--- config.mk ---
export PLATFORM = sky130hd
export DESIGN_NAME = pulp_clock_gate_ctrl
export DESIGN_NICKNAME = d
export VERILOG_FILES = /design/src/rtl/pulp_clock_gate_ctrl.sv
export SDC_FILE = /design/constraint.sdc
export NUM_CORES = 1
export LEC_CHECK = 0
export BUFFER_PORTS_ARGS = -buffer_cell sky130_fd_sc_hd__buf_2
export CAP_MARGIN = 20
export CORE_ASPECT_RATIO = 0.5
export CORE_MARGIN = 4
export CORE_UTILIZATION = 61
export CTS_CLUSTER_DIAMETER = 200
export DETAILED_ROUTE_END_ITERATION = 7
export HOLD_SLACK_MARGIN = 0.12
export PLACE_DENSITY = 0.79
export SKIP_CTS_REPAIR_TIMING = 1
export SLEW_MARGIN = 0
export SYNTH_ARGS = -nofsm -noshare
export SYNTH_HDL_FRONTEND = slang
export SYNTH_SLANG_ARGS = --single-unit
--- constraint.sdc ---
create_clock -name clk_i -period 3.9 [get_ports clk_i]
set_clock_uncertainty 0.15 [all_clocks]
set_input_delay 0.78 -clock clk_i [delete_from_list [all_inputs] [get_ports clk_i]]
set_output_delay 0.78 -clock clk_i [all_outputs]
set_load 0.03 [all_outputs]
--- src/rtl/pulp_clock_gate_ctrl.sv ---
// Clock-gate enable sequencer: per-domain OFF/WAKE/ON/LINGER handshake with
// idle hysteresis, plus a round-robin wake arbiter that staggers switch-on so
// no two gating cells open within STAGGER_CYC cycles of each other.
module pulp_clock_gate_ctrl #(
    parameter int N_DOMAINS   = 4,
    parameter int STABLE_CYC  = 2,
    parameter int IDLE_CYC    = 8,
    parameter int STAGGER_CYC = 4
) (
    input  logic                 clk_i,
    input  logic                 rst_i,
    input  logic [N_DOMAINS-1:0] clk_req_i,
    input  logic                 force_on_i,
    output logic [N_DOMAINS-1:0] clk_en_o,
    output logic [N_DOMAINS-1:0] clk_ack_o,
    output logic                 wake_busy_o
);

    localparam int CNT_MAX = (STABLE_CYC > IDLE_CYC) ? STABLE_CYC : IDLE_CYC;
    localparam int CNT_W   = $clog2(CNT_MAX + 1);
    localparam int PTR_W   = (N_DOMAINS > 1) ? $clog2(N_DOMAINS) : 1;
    localparam int STG_W   = $clog2(STAGGER_CYC + 1);

    localparam logic [CNT_W-1:0] STABLE_LD = CNT_W'(STABLE_CYC);
    localparam logic [CNT_W-1:0] IDLE_LD   = CNT_W'(IDLE_CYC);
    localparam logic [CNT_W-1:0] CNT_ONE   = CNT_W'(1);
    localparam logic [STG_W-1:0] STG_LD    = STG_W'(STAGGER_CYC - 1);
    localparam logic [STG_W-1:0] STG_ONE   = STG_W'(1);
    localparam logic [PTR_W-1:0] PTR_LAST  = PTR_W'(N_DOMAINS - 1);
    localparam logic [PTR_W-1:0] PTR_ONE   = PTR_W'(1);
    localparam logic [PTR_W:0]   N_EXT     = (PTR_W + 1)'(N_DOMAINS);

    typedef enum logic [1:0] {
        ST_OFF    = 2'd0,
        ST_WAKE   = 2'd1,
        ST_ON     = 2'd2,
        ST_LINGER = 2'd3
    } state_t;

    state_t             state_q [N_DOMAINS];
    state_t             state_d [N_DOMAINS];
    logic [CNT_W-1:0]   cnt_q   [N_DOMAINS];
    logic [CNT_W-1:0]   cnt_d   [N_DOMAINS];

    logic [N_DOMAINS-1:0] cand;
    logic [N_DOMAINS-1:0] grant;
    logic                 grant_any;
    logic [PTR_W-1:0]     grant_idx;
    logic [PTR_W-1:0]     ptr_q;
    logic [PTR_W-1:0]     ptr_d;
    logic [STG_W-1:0]     stagger_q;
    logic [STG_W-1:0]     stagger_d;

    logic [N_DOMAINS-1:0] en_d;
    logic [N_DOMAINS-1:0] ack_d;
    logic                 busy_d;

    // Wake candidates: domains that are off and asking for their clock.
    always_comb begin
        cand = '0;
        for (int d = 0; d < N_DOMAINS; d++) begin
            cand[d] = (state_q[d] == ST_OFF) && clk_req_i[d];
        end
    end

    // Round-robin pick of one candidate starting at ptr, only once the stagger gap has elapsed.
    always_comb begin
        logic [PTR_W:0]   sum;
        logic [PTR_W-1:0] idx;
        grant     = '0;
        grant_any = 1'b0;
        grant_idx = '0;
        sum       = '0;
        idx       = '0;
        if (stagger_q == '0) begin
            for (int i = 0; i < N_DOMAINS; i++) begin
                sum = {1'b0, ptr_q} + (PTR_W + 1)'(i);
                if (sum >= N_EXT) begin
                    sum = sum - N_EXT;
                end
                idx = sum[PTR_W-1:0];
                if (!grant_any && cand[idx]) begin
                    grant_any  = 1'b1;
                    grant_idx  = idx;
                    grant[idx] = 1'b1;
                end
            end
        end
    end

    // Next pointer and stagger gap after this edge's grant decision.
    always_comb begin
        ptr_d     = ptr_q;
        stagger_d = stagger_q;
        if (grant_any) begin
            ptr_d     = (grant_idx == PTR_LAST) ? '0 : grant_idx + PTR_ONE;
            stagger_d = STG_LD;
        end else if (stagger_q != '0) begin
            stagger_d = stagger_q - STG_ONE;
        end
    end

    // Per-domain next state and counter; a live request always wins over linger expiry.
    always_comb begin
        for (int d = 0; d < N_DOMAINS; d++) begin
            state_d[d] = state_q[d];
            cnt_d[d]   = cnt_q[d];
            case (state_q[d])
                ST_OFF: begin
                    if (grant[d]) begin
                        state_d[d] = ST_WAKE;
                        cnt_d[d]   = STABLE_LD;
                    end
                end
                ST_WAKE: begin
                    if (cnt_q[d] <= CNT_ONE) begin
                        if (clk_req_i[d]) begin
                            state_d[d] = ST_ON;
                            cnt_d[d]   = '0;
                        end else if (IDLE_CYC == 0) begin
                            state_d[d] = ST_OFF;
                            cnt_d[d]   = '0;
                        end else begin
                            state_d[d] = ST_LINGER;
                            cnt_d[d]   = IDLE_LD;
                        end
                    end else begin
                        cnt_d[d] = cnt_q[d] - CNT_ONE;
                    end
                end
                ST_ON: begin
                    if (!clk_req_i[d]) begin
                        if (IDLE_CYC == 0) begin
                            state_d[d] = ST_OFF;
                            cnt_d[d]   = '0;
                        end else begin
                            state_d[d] = ST_LINGER;
                            cnt_d[d]   = IDLE_LD;
                        end
                    end
                end
                ST_LINGER: begin
                    if (clk_req_i[d]) begin
                        state_d[d] = ST_ON;
                        cnt_d[d]   = '0;
                    end else if (cnt_q[d] <= CNT_ONE) begin
                        state_d[d] = ST_OFF;
                        cnt_d[d]   = '0;
                    end else begin
                        cnt_d[d] = cnt_q[d] - CNT_ONE;
                    end
                end
                default: begin
                    state_d[d] = ST_OFF;
                    cnt_d[d]   = '0;
                end
            endcase
        end
    end

    // Output values derived from the next state so enable/ack change on the deciding edge.
    always_comb begin
        en_d   = '0;
        ack_d  = '0;
        busy_d = 1'b0;
        for (int d = 0; d < N_DOMAINS; d++) begin
            en_d[d]  = (state_d[d] != ST_OFF) || force_on_i;
            ack_d[d] = (state_d[d] == ST_ON) || (state_d[d] == ST_LINGER);
            if ((state_d[d] == ST_WAKE) || (cand[d] && !grant[d])) begin
                busy_d = 1'b1;
            end
        end
    end

    // Per-domain state and counter registers.
    always_ff @(posedge clk_i) begin
        if (rst_i) begin
            for (int d = 0; d < N_DOMAINS; d++) begin
                state_q[d] <= ST_OFF;
                cnt_q[d]   <= '0;
            end
        end else begin
            for (int d = 0; d < N_DOMAINS; d++) begin
                state_q[d] <= state_d[d];
                cnt_q[d]   <= cnt_d[d];
            end
        end
    end

    // Arbiter pointer and stagger gap registers.
    always_ff @(posedge clk_i) begin
        if (rst_i) begin
            ptr_q     <= '0;
            stagger_q <= '0;
        end else begin
            ptr_q     <= ptr_d;
            stagger_q <= stagger_d;
        end
    end

    // Registered outputs to the gating cells and requesters.
    always_ff @(posedge clk_i) begin
        if (rst_i) begin
            clk_en_o    <= '0;
            clk_ack_o   <= '0;
            wake_busy_o <= 1'b0;
        end else begin
            clk_en_o    <= en_d;
            clk_ack_o   <= ack_d;
            wake_busy_o <= busy_d;
        end
    end

endmodule

## After elaboration in Yosys (flattened, before gate mapping)

Memories as Yosys holds them, arrays and structs flattened.
Cells that the tools add are included.

- Register bits after elaboration: 14
- RAM bits: 24
- Input port bits: 7
- Word-level logic and storage cells: 238
- Memories kept: 2

- Add/subtract/negate cells: 13
- Order comparisons: 16
- Equal/unequal tests: 25
- Multiplexer cells: 119
- Bitwise operators: 11
- Reduce and logical (&&, ||, !) cells: 46

Memories:

| name | depth | width | read ports | clocked after memory_dff | write ports | line | source |
|---|---|---|---|---|---|---|---|
| cnt_q | 4 | 4 | 4 | 0 | 4 | 42 | `logic [CNT_W-1:0] cnt_q [N_DOMAINS];` |
| state_q | 4 | 2 | 4 | 0 | 4 | 40 | `state_t state_q [N_DOMAINS];` |

Operator list:

| kind | count |
|---|---|
| 4-bit 2-to-1 mux | 36 |
| 2-bit 2-to-1 mux | 40 |
| 4-bit one-hot mux with 4 select lines | 4 |
| 2-bit == test, second input constant | 17 |
| 2-bit one-hot mux with 4 select lines | 4 |
| 1-bit 2-to-1 mux | 27 |
| 2-bit by 1-bit == test with 1-bit output, second input constant | 8 |
| 4-bit by 1-bit <= comparator with 1-bit output, second input constant | 4 |
| 4-bit by 1-bit subtractor with 4-bit output, second input constant | 4 |
| 1-bit logical AND | 15 |
| 1-bit logical OR | 12 |
| 2-bit by 3-bit less-than comparator with 1-bit output, second input constant | 4 |
| 4-bit bitwise OR | 3 |
| 2-bit nonzero test | 5 |
| 3-bit greater-or-equal comparator, second input constant | 3 |
| 1-bit binary-select mux with 2-bit select | 4 |
| 1-bit demux with 2-bit select | 4 |
| 2-bit by 1-bit greater-or-equal comparator with 1-bit output, second input constant | 4 |
| 2-bit logical NOT | 4 |
| 1-bit bitwise OR | 8 |
| 2-bit by 1-bit subtractor with 2-bit output, second input constant | 4 |
| 1-bit logical NOT | 7 |
| 2-bit by 2-bit adder with 3-bit output, second input constant | 2 |
| 2-bit by 1-bit adder with 3-bit output, second input constant | 1 |
| other kinds (6) | 6 |

## Longest topological paths before layout

Gate-level depths: netlist (run 1).

- Word-level depth: 27
- Mapped depth: 10

## Worst setup path before layout (run 1)

OpenSTA, ideal clock, no wires.

- Path kind: in2reg
- Start: input port clk_req_i[3]
- End: memory cnt_q[3][2] (netlist bit)
- Setup time: 0.070 ns
- Arrival: 2.883 ns
- Setup slack: 0.796 ns
- Cell stages on the path: 9
- Cell sequence: clkbuf_1 nand3b_1 a2111o_1 a211oi_1 nand2_1 a21oi_2 o31ai_4 or4_1 a21oi_1

RTL lines:

| item | line | source |
|---|---|---|
| start: declaration | 12 | `input logic [N_DOMAINS-1:0] clk_req_i,` |
| end: declaration | 42 |  |

==> summary.md, run 1 <==
| Metric | Value |
|---|---|
| Outcome | `finished clean` |
| Required time of the critical path | `~3.9 ns` |
| Number of primary I/O pins | `16` |
| Post-detailed-route via-to-cell ratio | `between 6 and 7` |
| ANT cells | `0` |
| Reported max-cap violation count | `0` |
| Category of the worst setup path launch point | `flip-flop` |
| Detail Route Antenna Nets | `0` |
| Remaining global-route overflow | `0` |
| Max Freq | `0.313 GHz` |
| Filler cell count | `331` |
| Fraction of layout cells with a size suffix above 1 | `between 10% and 20%` |
| Clock tree from TritonCTS | `done` |
| Reported leakage power | `between 0.001 and 0.0015 uW` |
| Commonest cells post-synth | `51 x nor2_1, 35 x dfxtp_1, 28 x a21oi_1` |
| Number of sinks driven by the clock tree | `35` |
| GRT met1 Usage | `31.7%` |
| Critical path endpoint category | `flip-flop` |
| Post-DP HPWL | `approximately 4.6 mm` |
| Drc violations | `0` |
| Syn avg cell area | `between 7 and 8 um^2` |
| TritonCTS Buffers | `5` |
| Post-Route Hold Slack | `roughly 0.33 ns` |
| Clock root cell | `clkbuf_8` |
| Number of nets at the end of the flow | `roughly 390` |
| First-pass GRT wire length | `~10 mm` |
| Number of endpoints failing setup at the final stage | `0` |
| Period Utilization, post-route | `between 80 and 90%` |
| Routability Congestion | `roughly 1` |
| Setup repair after global routing missed its margin | `false` |
| Worst-Margin Slew | `just under 1 ns` |
| Most frequent cell after synthesis | `nor2_1` |
| Vias in the first global route | `about 2,200` |
| Worst slew margin relative to its limit | `34.4%` |
| WS Path Type | `reg -> reg` |
| TNS Setup | `0 ns` |
| Pre-antenna DRT Iters | `5` |
| Mapped cell area | `2740 um^2` |
| CTS HTree Levels | `2` |
| Number of hold violations in the final report | `0` |
| Cell variety after synth | `61` |
| Clock insertion delay at the later pin of the skew report | `between 0.2 and 0.3 ns` |
| Largest fanout on the critical path | `5` |
| Number of synthesized flops with an enable pin | `0` |
| Die Footprint | `between 5000 and 6000 um^2` |
| Post-synthesis net count | `between 300 and 400` |
| GRT Total Usage | `between 20% and 30%` |
| Class of the worst hold path | `reg -> reg` |
| Detail-routed net length per standard cell | `15.0 um` |
| Via count | `~2,500` |
| Top FF cell, synth | `dfxtp_1` |
| Die Wd | `slightly above 100 um` |
| GRT met3 Usage | `around 7.7%` |
| Core Region | `about 4100 um^2` |
| Vertical die dimension | `55.4 um` |
| Share of the synthesized area in the top cell type | `roughly a quarter` |
| Largest net degree at the start of global routing | `34` |
| Dominant cells by area after synthesis | `dfxtp_1 26%, ha_1 12%, nor2_1 7.0%` |
| Met2 routing resource usage after global routing | `approximately a third` |
| CP Data Arrival Time | `about 3.2 ns` |
| Number of antenna violations at the first check in global routing | `0` |
| Effective utilization at floorplan | `approximately two thirds` |
| Gr busiest metal | `met2` |
| Post-route minimum period | `between 3 and 4 ns` |
| Maximum clock path buffer count | `2` |
| Input/output buffers | `15` |
| Sequential area share after synthesis | `roughly a quarter` |
| Ys Warns | `0` |
| Post-synthesis register bit count | `35` |
| Synth-to-layout area growth | `7.17%` |
| Wire length after detailed routing | `6.12 mm` |
| Maximum resistive drop on vdd | `0.355 mV` |
| Synthesized instance count | `around 340` |
| Drt first-iter violations | `between 150 and 200` |
| Async set-or-reset flop fraction in the synthesized netlist | `0%` |
| Worst-path clk slew | `0.08 ns` |
| Cell type with the highest aggregate area in the netlist | `dfxtp_1` |
| Final Slew Violations | `0` |
| Number of standard-cell rows in the floorplan | `16` |
| PwrDens | `between 800 and 900 nW/um^2` |
==> logic make-up after synthesis <==
logic type | after synthesis | synth area share (%)
AOI/OAI and AO/OA | 96 | 25.0
xor gates and xnor gates | 5 | 1.60
adders and majority gates | 27 | 12.2
buffers and inverters | 39 | 6.03
DFF | 35 | 25.6
muxes | 9 | 4.71
and+or+nand+nor | 132 | 24.8
==> registers in the layout, indices dropped and copies added (netlist names) <==
| register | cells |
|---|---|
| cnt_q | 16 |
| stagger_q | 3 |
| ptr_q | 2 |
| wake_busy_o | 1 |
| clk_en_o | 4 |
| state_q | 5 |
| clk_ack_o | 4 |
==> per-layer routing <==
layer,wire length (um),up-vias,part of all wire (%)
met2,2690,85,44
met1,2940,1128,48
li1,-,1256,-
met5,0,-,0
met4,50,0,0.82
met3,436,6,7.1
==> final timing paths <==
check	startpoint	end	slack [ns]	cells after the start
worst max-delay path	state_q[3][0]$_SDFF_PP0_	wake_busy_o$_SDFF_PP0_	0.70	10
worst min-delay path	stagger_q[0]$_SDFFE_PP0P_	stagger_q[0]$_SDFFE_PP0P_	0.33	1
worst min register to register	stagger_q[0]$_SDFFE_PP0P_	stagger_q[0]$_SDFFE_PP0P_	0.33	1
worst max register to register	state_q[3][0]$_SDFF_PP0_	wake_busy_o$_SDFF_PP0_	0.70	10
==> through the flow <==
stage	utilization, %	worst slack, ns	std cells	cell area (um^2)	power, uW
final	71.5	0.703	407	2940	2380
after global routing	71.5	0.497	407	2940	2580
after CTS	71.5	0.730	407	2940	2360
after detailed placement	68.7	0.449	399	2820	2010
after global placement	68.7	0.447	399	2820	1980
after floorplan	-	0.796	343	2740	1730
==> cells in the final DEF, fill, tap and decap left out, drive strengths merged, types with 6 or more instances in the layout <==
cell type  instances
nand2             19
a211oi            13
dfxtp             35
and2               7
buf               16
inv               25
clkbuf             6
o21ai             11
a21oi             30
ha                26
nor2              51
o21a               6
nor3              12
==> where the power goes <==
part | internal [uW] | switching [uW] | leakage (uW) | total (uW)
Clock | 207 | 138 | 0.0000612 | 345
Sequential | 453 | 105 | 0.000287 | 558
Combinational | 607 | 866 | 0.000851 | 1470
==> final cells by class <==
class	count	area (um^2)	area share (%)
Clock buffer	6	82.6	2.81
Clock inverter	2	35.0	1.19
Inverter	25	93.8	3.20
Multi-Input combinational cell	269	1870	63.8
Sequential cell	35	701	23.9
Tap cell	54	67.6	2.30
Timing Repair Buffer	16	82.6	2.81
==> critical path, stage by stage (launching register included) <==
cell	delay [ns]
dfxtp_1	0.41
inv_1	0.12
ha_1	0.25
and2_1	0.19
mux4_2	0.54
and2_4	0.20
a222oi_1	0.24
a21boi_0	0.38
o21a_1	0.23
o32a_1	0.19
a41oi_1	0.12
No activity file was read; power rests on OpenSTA's default activity.
==> run 2: changes to the inputs <==
ABC_AREA = 1   (was unset)
clock period = 3.29 ns   (was 3.9 ns; I/O delays follow)
==> summary.md, run 2 <==
| Metric | Value |
|---|---|
| CP Data Arrival Time | `2.66 ns` |
| Fraction of layout cells with a size suffix above 1 | `roughly 14%` |
| Share of synthesized cell area in full adder, half adder and majority cells | `roughly an eighth` |
| Top FF cell, synth | `dfxtp_1` |
| Final Slew Violations | `0` |
| Mux cell area share after synthesis | `0%` |
| Pre-antenna DRT Iters | `4` |
| Most flop-heavy register | `cnt_q` |
| Simple-gate share of the synthesized area | `between 20 and 30%` |
| Largest register FFs | `16` |
| Delay of the slowest cell on the worst path | `0.58 ns` |
| Number of standard-cell rows in the floorplan | `16` |
| Mapped cell area | `2700 um^2` |
| Class of the worst hold path | `reg -> reg` |
| Worst-path clk slew | `around 0.08 ns` |
| WS Path Type | `reg -> reg` |
| Clock insertion delay at the later pin of the skew report | `0.29 ns` |
| Post-detailed-route via-to-cell ratio | `around 5.4` |
| Maximum clock path buffer count | `2` |
| Commonest cells post-synth | `63 x nand2_1, 59 x inv_1, 51 x nor2_1` |
| Overall Power | `2830 uW` |
| Drc violations | `0` |
| Non-filler instance count after layout | `around 470` |
| Number of hold violations in the final report | `0` |
| Number of nets at the end of the flow | `443` |
| Category of the worst setup path launch point | `flip-flop` |
| Reported leakage power | `approximately 0.0014 uW` |
| Max Freq | `~0.38 GHz` |
| Number of sinks driven by the clock tree | `35` |
| CTS HTree Levels | `2` |
| GRT Total Usage | `approximately 22%` |
| Setup repair after global routing missed its margin | `false` |
| Total cell area at the placement stage | `around 2800 um^2` |
| Largest fanout on the critical path | `9` |
| Remaining global-route overflow | `0` |
| Commonest non-fill, non-tap cell in the layout | `nand2_1` |
| Sequential area share after synthesis | `between 20% and 30%` |
| Synthesized instance count | `just under 400` |
| First-pass GRT wire length | `slightly below 10 mm` |
| Vertical die dimension | `between 50 and 60 um` |
| Highest-count cells in the layout ignoring fill and taps | `63 x nand2_1, 59 x inv_1, 51 x nor2_1` |
| Total placed cells including tap cells | `457` |
| Routability Congestion | `a little over 0.9` |
| TNS Setup | `0 ns` |
| Share of the synthesized netlist area taken by xor and xnor gates | `roughly 2.6%` |
| Wire length after detailed routing | `a little under 6 mm` |
| Crit path cell chain | `inv_4 > ha_1 > inv_1 > nand3_1 > nand2_2 > nand2_4 > nor2_8 > nand3_1 > nand3b_1 > nand2_1 > nand2_2 > o21ai_2 > o21ai_0 > a21oi_1` |
| Clock root cell | `clkbuf_8` |
| Post-route minimum period | `~2.6 ns` |
| Most frequent cell after synthesis | `nand2_1` |
| Vias in the first global route | `roughly 2,300` |
| Post-route cell area | `2910 um^2` |
| Effective utilization at floorplan | `between 60% and 70%` |
| Clock tree from TritonCTS | `done` |
| Number of primary I/O pins | `16` |
| Reported max-cap violation count | `0` |
| Maximum resistive drop on vdd | `about 0.44 mV` |
| Synth-to-layout area growth | `8.07%` |
| Post-Route Hold Slack | `around 0.36 ns` |
| Via count | `about 2,500` |
| Core Region | `4080 um^2` |
| Die Footprint | `~5600 um^2` |
| Cell type with the highest aggregate area in the netlist | `dfxtp_1` |
| Outcome | `finished clean` |
| Detail-routed net length per standard cell | `12.4 um` |
| Syn avg cell area | `about 7 um^2` |
| Critical path endpoint category | `flip-flop` |
| Largest net degree at the start of global routing | `25` |
| Cell variety after synth | `38` |
| Share of the synthesized area in the top cell type | `between 20% and 30%` |
| Critical Path Slowest Stage Cell | `dfxtp_1` |
| Main combinational cell family by area after synthesis | `simple AND/OR/NAND/NOR gates` |
| Period Utilization, post-route | `roughly four fifths` |
| Number of synthesized flops with an enable pin | `0` |
| TritonCTS Buffers | `5` |
| Registers with the highest flip-flop counts | `cnt_q x16, state_q x5` |
| Synth Area in Compound Gates | `20.5%` |
| Drt first-iter violations | `between 100 and 150` |
| Worst-Margin Slew | `approximately 0.65 ns` |
| Number of endpoints failing setup at the final stage | `0` |
| Detail Route Antenna Nets | `0` |
| Async set-or-reset flop fraction in the synthesized netlist | `0%` |
| Post-synthesis net count | `about 430` |
| Worst slew margin relative to its limit | `56.3%` |
| Dominant cells by area after synthesis | `dfxtp_1 26%, ha_1 12%, nand2_1 8.8%` |
| Post-DP HPWL | `4.40 mm` |
| Input/output buffers | `15` |
| Number of antenna violations at the first check in global routing | `0` |
| Die Wd | `102 um` |
| Post-synthesis register bit count | `35` |
| PwrDens | `a little under 1000 nW/um^2` |
| Required time of the critical path | `between 3 and 4 ns` |
| Ys Warns | `0` |
| ANT cells | `0` |
-- run 2: power breakdown --
group	switching, uW	leakage [uW]	total (uW)	internal (uW)
logic	1170	0.00105	1760	588
registers	127	0.000287	680	553
clock network	163	0.0000581	389	226
-- run 2: routing by layer --
layer / vias up / part of all wire, % / track usage, %
met5: - / 0 / 0
met4: 0 / 0.56 / 5.01
met3: 7 / 5.4 / 4.76
met2: 51 / 44 / 38.9
met1: 1141 / 50 / 28.5
li1: 1308 / - / -
-- run 2: cell type report --
type	count	area [um^2]
Tap cell	54	67.6
Fill cell	356	1170
Multi-Input combinational cell	289	1710
Clock buffer	5	68.8
Clock inverter	3	43.8
Sequential cell	35	701
Inverter	63	239
Timing Repair Buffer	16	82.6
-- run 2: through the flow --
stage | setup slack [ns] | util, %
after floorplan | 1.04 | -
after global placement | 0.815 | 68.6
after detailed placement | 0.713 | 68.6
after CTS | 0.698 | 71.4
after global routing | 0.431 | 71.4
final | 0.658 | 71.4
-- run 2: worst paths after layout --
path / start / endpoint / slack (ns) / cells after the start
hold / removal: cnt_q[0][3]$_SDFFE_PP0P_ / cnt_q[0][3]$_SDFFE_PP0P_ / 0.36 / 2
hold reg to reg: cnt_q[0][3]$_SDFFE_PP0P_ / cnt_q[0][3]$_SDFFE_PP0P_ / 0.36 / 2
setup / recovery: ptr_q[0]$_SDFFE_PP0P_ / cnt_q[1][1]$_SDFFE_PP0P_ / 0.66 / 14
setup reg to reg: ptr_q[0]$_SDFFE_PP0P_ / cnt_q[1][1]$_SDFFE_PP0P_ / 0.66 / 14
-- run 2: cells by family after synthesis --
group,count (synthesis)
AOI/OAI and AO/OA,93
DFF,35
xor gates and xnor gates,8
and+or+nand+nor,162
adders and majority gates,26
buffers and inverters,71
-- run 2: worst max-delay path, delay by kind of cell, from the launching register on --
| kind | cells | cell delay [ns] |
|---|---|---|
| buf+inv | 2 | 0.24 |
| flops | 1 | 0.58 |
| fa+ha+maj | 1 | 0.36 |
| compound gates | 3 | 0.36 |
| simple gates | 8 | 0.82 |
